[src/rtl/mult_div_unit_if.sv]
// Operand, command and result bundle between execute-stage control and the multiply/divide unit.
interface mult_div_unit_if #(
    parameter int WIDTH = 32
);
    logic [WIDTH-1:0] a;
    logic [WIDTH-1:0] b;
    logic [1:0]       op;
    logic             start;
    logic             hiwr;
    logic             lowr;
    logic [WIDTH-1:0] hi;
    logic [WIDTH-1:0] lo;
    logic             busy;
    logic             done;

    modport master (
        output a, b, op, start, hiwr, lowr,
        input  hi, lo, busy, done
    );

    modport slave (
        input  a, b, op, start, hiwr, lowr,
        output hi, lo, busy, done
    );
endinterface

[src/rtl/mult_div_unit.sv]
// Iterative 33-cycle multiply/divide unit owning the HI/LO registers.
// Signed ops run on magnitudes; the sign is restored in the final cycle.
module mult_div_unit #(
    parameter int WIDTH = 32
) (
    input logic           clk,
    input logic           rst,
    mult_div_unit_if.slave bus
);
    typedef enum logic [1:0] {IDLE, RUN, FIN} state_t;

    localparam logic [5:0] LAST_ITER = 6'(WIDTH - 1);

    state_t state_q, state_d;
    logic   busy_q, busy_d;
    logic   done_q, done_d;

    logic [5:0]         cnt_q, cnt_d;
    logic [2*WIDTH-1:0] acc_q, acc_d;
    logic [WIDTH-1:0]   opA_q, opA_d;
    logic [WIDTH-1:0]   opB_q, opB_d;
    logic [WIDTH-1:0]   aRaw_q, aRaw_d;
    logic               isDiv_q, isDiv_d;
    logic               negMain_q, negMain_d;
    logic               negRem_q, negRem_d;
    logic               divZero_q, divZero_d;
    logic [WIDTH-1:0]   hi_q, hi_d;
    logic [WIDTH-1:0]   lo_q, lo_d;

    logic               isSigned;
    logic [WIDTH-1:0]   absA, absB;
    logic [WIDTH:0]     mulSum;
    logic [WIDTH:0]     remShift;
    logic [WIDTH-1:0]   remDiff;
    logic               remFits;
    logic [2*WIDTH-1:0] prodFix;
    logic [WIDTH-1:0]   quotFix, remFix;

    always_ff @(posedge clk or posedge rst) begin
        if (rst) begin
            state_q <= IDLE;
            busy_q  <= 1'b0;
            done_q  <= 1'b0;
        end else begin
            state_q <= state_d;
            busy_q  <= busy_d;
            done_q  <= done_d;
        end
    end

    always_comb begin
        state_d = state_q;
        case (state_q)
            IDLE:    if (bus.start) state_d = RUN;
            RUN:     if (cnt_q == LAST_ITER) state_d = FIN;
            FIN:     state_d = IDLE;
            default: state_d = IDLE;
        endcase
    end

    always_comb begin
        busy_d = (state_d != IDLE);
        done_d = (state_q == FIN);
    end

    always_comb begin
        isSigned = ~bus.op[0];
        absA     = (isSigned && bus.a[WIDTH-1]) ? -bus.a : bus.a;
        absB     = (isSigned && bus.b[WIDTH-1]) ? -bus.b : bus.b;

        // Multiply: opA is the multiplicand, opB shifts right as the multiplier.
        mulSum   = {1'b0, acc_q[2*WIDTH-1:WIDTH]} + {1'b0, (opB_q[0] ? opA_q : '0)};

        // Divide: opA shifts the dividend out MSB-first, opB is the divisor.
        remShift = {acc_q[2*WIDTH-1:WIDTH], opA_q[WIDTH-1]};
        remFits  = (remShift >= {1'b0, opB_q});
        remDiff  = remShift[WIDTH-1:0] - opB_q;

        prodFix  = negMain_q ? -acc_q : acc_q;
        quotFix  = negMain_q ? -acc_q[WIDTH-1:0] : acc_q[WIDTH-1:0];
        remFix   = negRem_q ? -acc_q[2*WIDTH-1:WIDTH] : acc_q[2*WIDTH-1:WIDTH];
    end

    always_comb begin
        cnt_d     = cnt_q;
        acc_d     = acc_q;
        opA_d     = opA_q;
        opB_d     = opB_q;
        aRaw_d    = aRaw_q;
        isDiv_d   = isDiv_q;
        negMain_d = negMain_q;
        negRem_d  = negRem_q;
        divZero_d = divZero_q;
        hi_d      = hi_q;
        lo_d      = lo_q;

        case (state_q)
            IDLE: begin
                if (bus.start) begin
                    isDiv_d   = bus.op[1];
                    opA_d     = absA;
                    opB_d     = absB;
                    aRaw_d    = bus.a;
                    negMain_d = isSigned & (bus.a[WIDTH-1] ^ bus.b[WIDTH-1]);
                    negRem_d  = isSigned & bus.a[WIDTH-1];
                    divZero_d = (bus.b == '0);
                    cnt_d     = '0;
                    acc_d     = '0;
                end else begin
                    if (bus.hiwr) hi_d = bus.a;
                    if (bus.lowr) lo_d = bus.a;
                end
            end
            RUN: begin
                cnt_d = cnt_q + 6'd1;
                if (isDiv_q) begin
                    acc_d = {(remFits ? remDiff : remShift[WIDTH-1:0]),
                             acc_q[WIDTH-2:0], remFits};
                    opA_d = opA_q << 1;
                end else begin
                    acc_d = {mulSum, acc_q[WIDTH-1:1]};
                    opB_d = opB_q >> 1;
                end
            end
            FIN: begin
                if (!isDiv_q) begin
                    {hi_d, lo_d} = prodFix;
                end else if (divZero_q) begin
                    hi_d = aRaw_q;
                    lo_d = '1;
                end else begin
                    hi_d = remFix;
                    lo_d = quotFix;
                end
            end
            default: ;
        endcase
    end

    always_ff @(posedge clk or posedge rst) begin
        if (rst) begin
            cnt_q     <= '0;
            acc_q     <= '0;
            opA_q     <= '0;
            opB_q     <= '0;
            aRaw_q    <= '0;
            isDiv_q   <= 1'b0;
            negMain_q <= 1'b0;
            negRem_q  <= 1'b0;
            divZero_q <= 1'b0;
            hi_q      <= '0;
            lo_q      <= '0;
        end else begin
            cnt_q     <= cnt_d;
            acc_q     <= acc_d;
            opA_q     <= opA_d;
            opB_q     <= opB_d;
            aRaw_q    <= aRaw_d;
            isDiv_q   <= isDiv_d;
            negMain_q <= negMain_d;
            negRem_q  <= negRem_d;
            divZero_q <= divZero_d;
            hi_q      <= hi_d;
            lo_q      <= lo_d;
        end
    end

    assign bus.hi   = hi_q;
    assign bus.lo   = lo_q;
    assign bus.busy = busy_q;
    assign bus.done = done_q;
endmodule
[src/flat_wrapper.sv]
// flat-port wrapper written by rule: the top's interface ports become plain ports
module mult_div_unit_flat 
#(
    parameter int WIDTH = 32
)
  (clk, rst, bus_a, bus_b, bus_op, bus_start, bus_hiwr, bus_lowr, bus_hi, bus_lo, bus_busy, bus_done);
  mult_div_unit_if #(.WIDTH(WIDTH)) bus_i ();
  input logic clk;
  input logic rst;
  input wire logic [$bits(bus_i.a)-1:0] bus_a;
  input wire logic [$bits(bus_i.b)-1:0] bus_b;
  input wire logic [$bits(bus_i.op)-1:0] bus_op;
  input wire logic [$bits(bus_i.start)-1:0] bus_start;
  input wire logic [$bits(bus_i.hiwr)-1:0] bus_hiwr;
  input wire logic [$bits(bus_i.lowr)-1:0] bus_lowr;
  output wire logic [$bits(bus_i.hi)-1:0] bus_hi;
  output wire logic [$bits(bus_i.lo)-1:0] bus_lo;
  output wire logic [$bits(bus_i.busy)-1:0] bus_busy;
  output wire logic [$bits(bus_i.done)-1:0] bus_done;
  assign bus_i.a = bus_a;
  assign bus_i.b = bus_b;
  assign bus_i.op = bus_op;
  assign bus_i.start = bus_start;
  assign bus_i.hiwr = bus_hiwr;
  assign bus_i.lowr = bus_lowr;
  assign bus_hi = bus_i.hi;
  assign bus_lo = bus_i.lo;
  assign bus_busy = bus_i.busy;
  assign bus_done = bus_i.done;
  mult_div_unit #(.WIDTH(WIDTH)) u_core (.clk(clk), .rst(rst), .bus(bus_i));
endmodule
[config.mk]
export PLATFORM = sky130hd
export DESIGN_NAME = mult_div_unit_flat
export DESIGN_NICKNAME = d
export VERILOG_FILES = /design/src/rtl/mult_div_unit_if.sv /design/src/rtl/mult_div_unit.sv /design/src/flat_wrapper.sv
export SDC_FILE = /design/constraint.sdc
export NUM_CORES = 1
export LEC_CHECK = 0
export CORE_ASPECT_RATIO = 1.1
export CORE_UTILIZATION = 63
export CTS_BUF_LIST = sky130_fd_sc_hd__clkbuf_8
export CTS_CLUSTER_DIAMETER = 150
export CTS_CLUSTER_SIZE = 40
export DETAILED_ROUTE_END_ITERATION = 10
export GPL_ROUTABILITY_DRIVEN = 0
export PLACE_DENSITY = 0.85
export RECOVER_POWER = 50
export SLEW_MARGIN = 10
export SYNTH_ARGS = -nofsm -noshare
export SYNTH_HDL_FRONTEND = slang
export SYNTH_SLANG_ARGS = --single-unit
[constraint.sdc]
create_clock -name clk -period 17.69 [get_ports clk]
set_input_delay 2.6535 -clock clk [delete_from_list [all_inputs] [get_ports clk]]
set_output_delay 2.6535 -clock clk [all_outputs]
set_load 0.03 [all_outputs]
Word-level counts from Yosys, hierarchy flattened
Cells that the tools add are included.
{"block": "word_totals", "latchBits": 0, "ff_bits": 238, "n_memories": 0, "mem_bits_rw": 0, "input_bits": 71, "output_inout_bits": 66, "word_cells": 80, "rom_bits": 0}
{"block": "op_classes", "n_bitwise": 4, "magnitude_cmp": 1, "reduce_logical": 13, "eq_ne": 9, "shifts": 0, "multipliers": 0, "addsub": 8, "muxes": 31, "n_div": 0}
{"op": "two-way mux 32 bit", "n": 18}
{"op": "one-hot mux 32 bit (2 select lines)", "n": 4}
{"op": "two-way mux 64 bit", "n": 3}
{"op": "negation 32 bit", "n": 4}
{"op": "one-hot mux 64 bit (2 select lines)", "n": 1}
{"op": "negation 64 bit", "n": 1}
{"op": "adder 32 x 32 -> 33 bit", "n": 1}
{"op": "greater-or-equal comparator 33 x 32 -> 1 bit", "n": 1}
{"op": "logical NOT 32 bit", "n": 1}
{"op": "subtractor 32 bit", "n": 1}
{"op": "one-hot mux 6 bit (2 select lines)", "n": 1}
{"op": "AND reduction 3 bit", "n": 4}
{"op": "!= test 2 bit, second input constant", "n": 5}
{"op": "adder 6 x 1 -> 6 bit, second input constant", "n": 1}
{"op": "== test 6 x 5 -> 1 bit, second input constant", "n": 1}
{"op": "two-way mux 6 bit", "n": 1}
{"op": "nonzero test 2 bit", "n": 3}
{"op": "two-way mux 2 bit", "n": 2}
{"op": "one-hot mux 2 bit (2 select lines)", "n": 1}
{"op": "AND reduction 2 bit", "n": 2}
{"op": "AND 1 bit", "n": 2}
{"op": "== test 2 x 1 -> 1 bit, second input constant", "n": 1}
{"op": "== test 2 bit, second input constant", "n": 1}
{"op": "logical AND 1 bit", "n": 2}
{"op": "4 further kinds", "n": 4}

Logic depth before layout (Yosys ltp)
{"block": "logic_depth", "word_depth": 5, "depth_mapped": 13, "depth_no_buf": 13}

Worst setup path after synthesis
Ideal clock, no wire load.
{"block": "synth_path", "path_type": "input to register", "start": "in bus_a[2]", "end": "reg u_core.opA_q[22]", "path_stages": 10, "setup_time_ns": 0.133, "setup_slack_ns": 12.758, "required_time_ns": 17.557, "t_arrival_ns": 4.799, "n_path_buf": 1, "path_cell_list": "clkbuf_1 or4_1 nor4_2 nand2_1 or2_1 o41ai_1 xor2_1 nor2_1 a21oi_1 o21ai_0"}
{"block": "synth_via", "elab_chain_cells": 4}
{"element": "start: declaration", "line": "flat_wrapper.sv:10", "text": "input wire logic [$bits(bus_i.a)-1:0] bus_a;"}
{"element": "negation 32 bit", "line": "mult_div_unit.sv:68", "text": "absA = (isSigned && bus.a[WIDTH-1]) ? -bus.a : bus.a;"}
{"element": "two-way mux 32 bit", "line": "mult_div_unit.sv:68"}
{"element": "two-way mux 32 bit", "line": "mult_div_unit.sv:99", "text": "if (bus.start) begin"}
{"element": "one-hot mux 32 bit (2 select lines)", "line": "mult_div_unit.sv:97", "text": "case (state_q)"}
{"element": "end signal: assignment", "line": "mult_div_unit.sv:156", "text": "opA_q <= opA_d;"}
{"element": "end: declaration", "line": "mult_div_unit.sv:20", "text": "logic [WIDTH-1:0] opA_q, opA_d;"}
Every way passes these cells. The select of a mux whose other input is x is not followed.
A chain may end at the register's enable or synchronous reset.

==> flow_metrics.py <==
metrics = {
    "yosys": {
        "syn_area_per_cell_um2": 8.12,
        "syn_nets": 2319,
        "synthArstFlopShare_pct": 100,
        "synthDistinctLibCells": 75,
        "syn_area_um2": 17700,
        "synth_area_leaders": "dfrtp_1, o21ai_0, nand2_1",
        "synth_ff_type": "dfrtp_1",
        "synth_top_area_share_pct": 33.7,
        "ys_ff_latch": 238,
        "synth_cells": 2176,
        "ys_seq_area_share_pct": 33.7,
        "ys_warn_count": 0,
        "synth_edf_count": 0,
        "yosys.area.top_type": "dfrtp_1",
    },
    "detailed_routing": {
        "dr.pass1.iters": 7,
        "dr.first_iter.drc_count": 2322,
        "wl_per_cell_um": 21.6,
        "via_count": 17500,
        "drc": 0,
        "routed_via_density": 6.86,
        "antenna_left": 0,
        "drt-total-wl_um": 55000,
    },
    "global_routing": {
        "grt_pass1_vias": 16100,
        "grt_pass1_wl_um": 87400,
        "antenna_found_initial": 0,
        "grt_max_degree": 100,
        "grt_overflow": 0,
        "track_usage_pct": 38.4,
    },
    "sta": {
        "finalSetupViolCount": 0,
        "worst_slack_ns": 9.03,
        "relSlewSlack_pct": -200,
        "final-hold-violation-count": 0,
        "post-route-min-period_ns": 8.66,
        "post-route-period-util_pct": 48.9,
        "fin_skew_ns": 0.0471,
        "rsz0062_at_grt": "false",
        "fmax_mhz": 116,
        "tns_ns": 0,
        "worst_slew_pin_slew_ns": 4.48,
        "maxSlewViolCount": 347,
    },
    "critical_path": {
        "path_max_fanout": 99,
        "worstSetupPathType": "primary input to asynchronous set/reset pin",
        "worstReg2RegStart": "u_core.opB_q[0]",
        "crit_required_ns": 17.59,
        "cp_top_family": "buffers and inverters",
        "cp-start-kind": "primary input",
        "cpPeakStageDelay_ns": 2.83,
        "critPathLaunch": "rst",
        "crit_slowest_cell": "clkbuf_1",
        "worstSetupEndpointType": "asynchronous set/reset pin",
        "crit_arrival_ns": 8.56,
        "crit_chain": "dlygate4sd3_1 > clkinvlp_2 > clkbuf_1",
        "crit_buf_inv": 3,
    },
    "die": {
        "die_w_um": 162,
        "fp.dieH_um": 178,
        "pin_count": 137,
        "die_area_um2": 28700,
        "core_um2": 27300,
        "initial_utilization_pct": 64.8,
        "core.rowCount": 63,
    },
    "clock_network": {
        "cts_buffer_depth": 3,
        "cts_max_level": 1,
        "clk_pin_slew_ns": 0.24,
        "clkLatencyLatePin_ns": 0.59,
        "cts_made_buffers": 9,
        "cts_resized": 0,
        "holdBufCountCts": 0,
        "tritoncts": "yes",
        "clockRootBuffer": "clkbuf_8",
        "cts_setup_buffers": 0,
        "clock_sinks": 238,
    },
    "power_and_ir_drop": {
        "power.density_nw_per_um2": 192,
        "p_leak_nw": 7.82,
        "vdd_ir_drop_max_v": 0.000108,
    },
    "placement": {
        "portBuffers": 136,
        "place_ws_ns": 11.73,
        "place_hpwl_um": 39200,
        "numPlacedInstances": 2537,
    },
    "hold_path": {
        "hp-start": "u_core.cnt_q[5]",
        "hold_class": "flop to flop",
    },
    "finish": {
        "layout.cells.non_filler": 2550,
        "drive_above_1_share_pct": 2.96,
        "area_growth_pct": 8.78,
        "final_common_cell": "nand2_1",
        "antenna_cells": 0,
        "nets": 2334,
        "final_cell_mix": "nand2_1, o21ai_0, dfrtp_1",
    },
    "run": {
        "drv_cap": 6,
    },
    "outcome": {
        "status": "finished with violations",
        "violations": "capacitance limit, slew limit",
    },
}
kinds of logic (layout without fill, tap and decap cells):
group / Yosys count / in the layout / synth area share (%)
adder cells (fa/ha/maj): 72 / 72 / 5.18
AO/OA/AOI/OAI: 704 / 704 / 25.2
multiplexers: 49 / 49 / 2.79
flip-flops: 238 / 238 / 33.7
buffers and inverters: 217 / 234 / 4.70
XOR/XNOR: 191 / 191 / 9.47
AND/OR/NAND/NOR: 705 / 705 / 18.9
report_power, final:
group	switching [mW]	internal, mW	total [mW]	leakage, nW
logic	1.38	0.962	2.34	4.77
registers	0.350	0.783	1.13	2.96
clock network	0.169	0.0525	0.221	0.0879
total	1.90	1.80	3.69	7.82
cells in the mapped netlist, types with 8 or more instances:
library cell  count
nand2b_1         24
and3_1           12
o31ai_1          28
o221ai_1         13
mux2i_1          47
nor3_1           35
o41ai_1          15
nand4_1          11
or4_1            14
a22oi_1          21
inv_1            60
o21ai_1           8
dfrtp_1         238
o211ai_1         23
a211oi_1         12
a222oi_1         22
xor2_1          121
xnor2_1          70
o21bai_1          9
clkbuf_1        128
a21o_1           22
or3_1            26
buf_1            18
o21ai_0         246
nor4_1           13
a31oi_1          15
buf_2             9
and2_1           34
nor2b_1          15
nand3_1          35
nand2_1         327
o21a_1           16
a221o_1          38
ha_1             70
nor2_1          119
o22ai_1           8
a21oi_1         170
stage by stage:
stage	instance area (um^2)	power (mW)	hold WS, ns	utilization (%)
after floorplan	17700	2.74	0.437	-
after global placement	19100	3.32	0.456	70.0
after detailed placement	19100	3.41	0.460	70.0
after CTS	19300	3.63	0.502	70.6
after global routing	19200	3.95	0.525	70.5
final	19200	3.69	0.502	70.5
worst reg2reg max path: stages, from the launching register on:
cell and delay (ns):
dfrtp_1 1.00, and2_1 0.24, ha_1 0.17, inv_1 0.06
fa_1 0.39, nand2b_1 0.22, a2111oi_0 0.96, nor2_1 0.23
a31oi_1 0.30, o41ai_1 0.16, o21ai_0 0.39, a31o_2 0.24
a2111oi_0 0.09, o41ai_1 0.41
routing by layer:
metal | up-vias | global-route usage, % | wire length [um]
li1 | 7831 | - | -
met3 | 199 | 6.26 | 5760
met2 | 1152 | 59.8 | 24600
met4 | 0 | 17.1 | 2750
met1 | 8320 | 52.6 | 21800
met5 | - | 0 | 0
flip-flops by register name, indices dropped and copies added, names as in the netlist, 2 cells and up:
register and count:
u_core.aRaw_q 32, u_core.acc_q 64, u_core.bus.hi 32, u_core.bus.lo 32, u_core.cnt_q 6, u_core.opA_q 32, u_core.opB_q 32, u_core.state_q 2
worst paths after layout:
check                                         end  slack (ns)  cells after the start
max in group clk                 u_core.opA_q[25]       10.85                      7
min in group asynchronous       u_core.aRaw_q[14]        3.86                      2
worst min-delay path              u_core.cnt_q[5]        0.50                      1
worst min register to register    u_core.cnt_q[5]        0.50                      1
worst max register to register   u_core.acc_q[63]       12.73                     13
worst max-delay path            u_core.aRaw_q[30]        9.03                      3
area by class of cell:
cell class                      count  area, um^2
Timing Repair Buffer              160        1520
Clock buffer                       10         138
Inverter                           61         230
Fill cell                        2235        8060
Multi-Input combinational cell   1721       10900
Sequential cell                   238        5960
Tap cell                          357         447
Clock inverter                      3        11.3
Power figures use the tool's default switching activity.
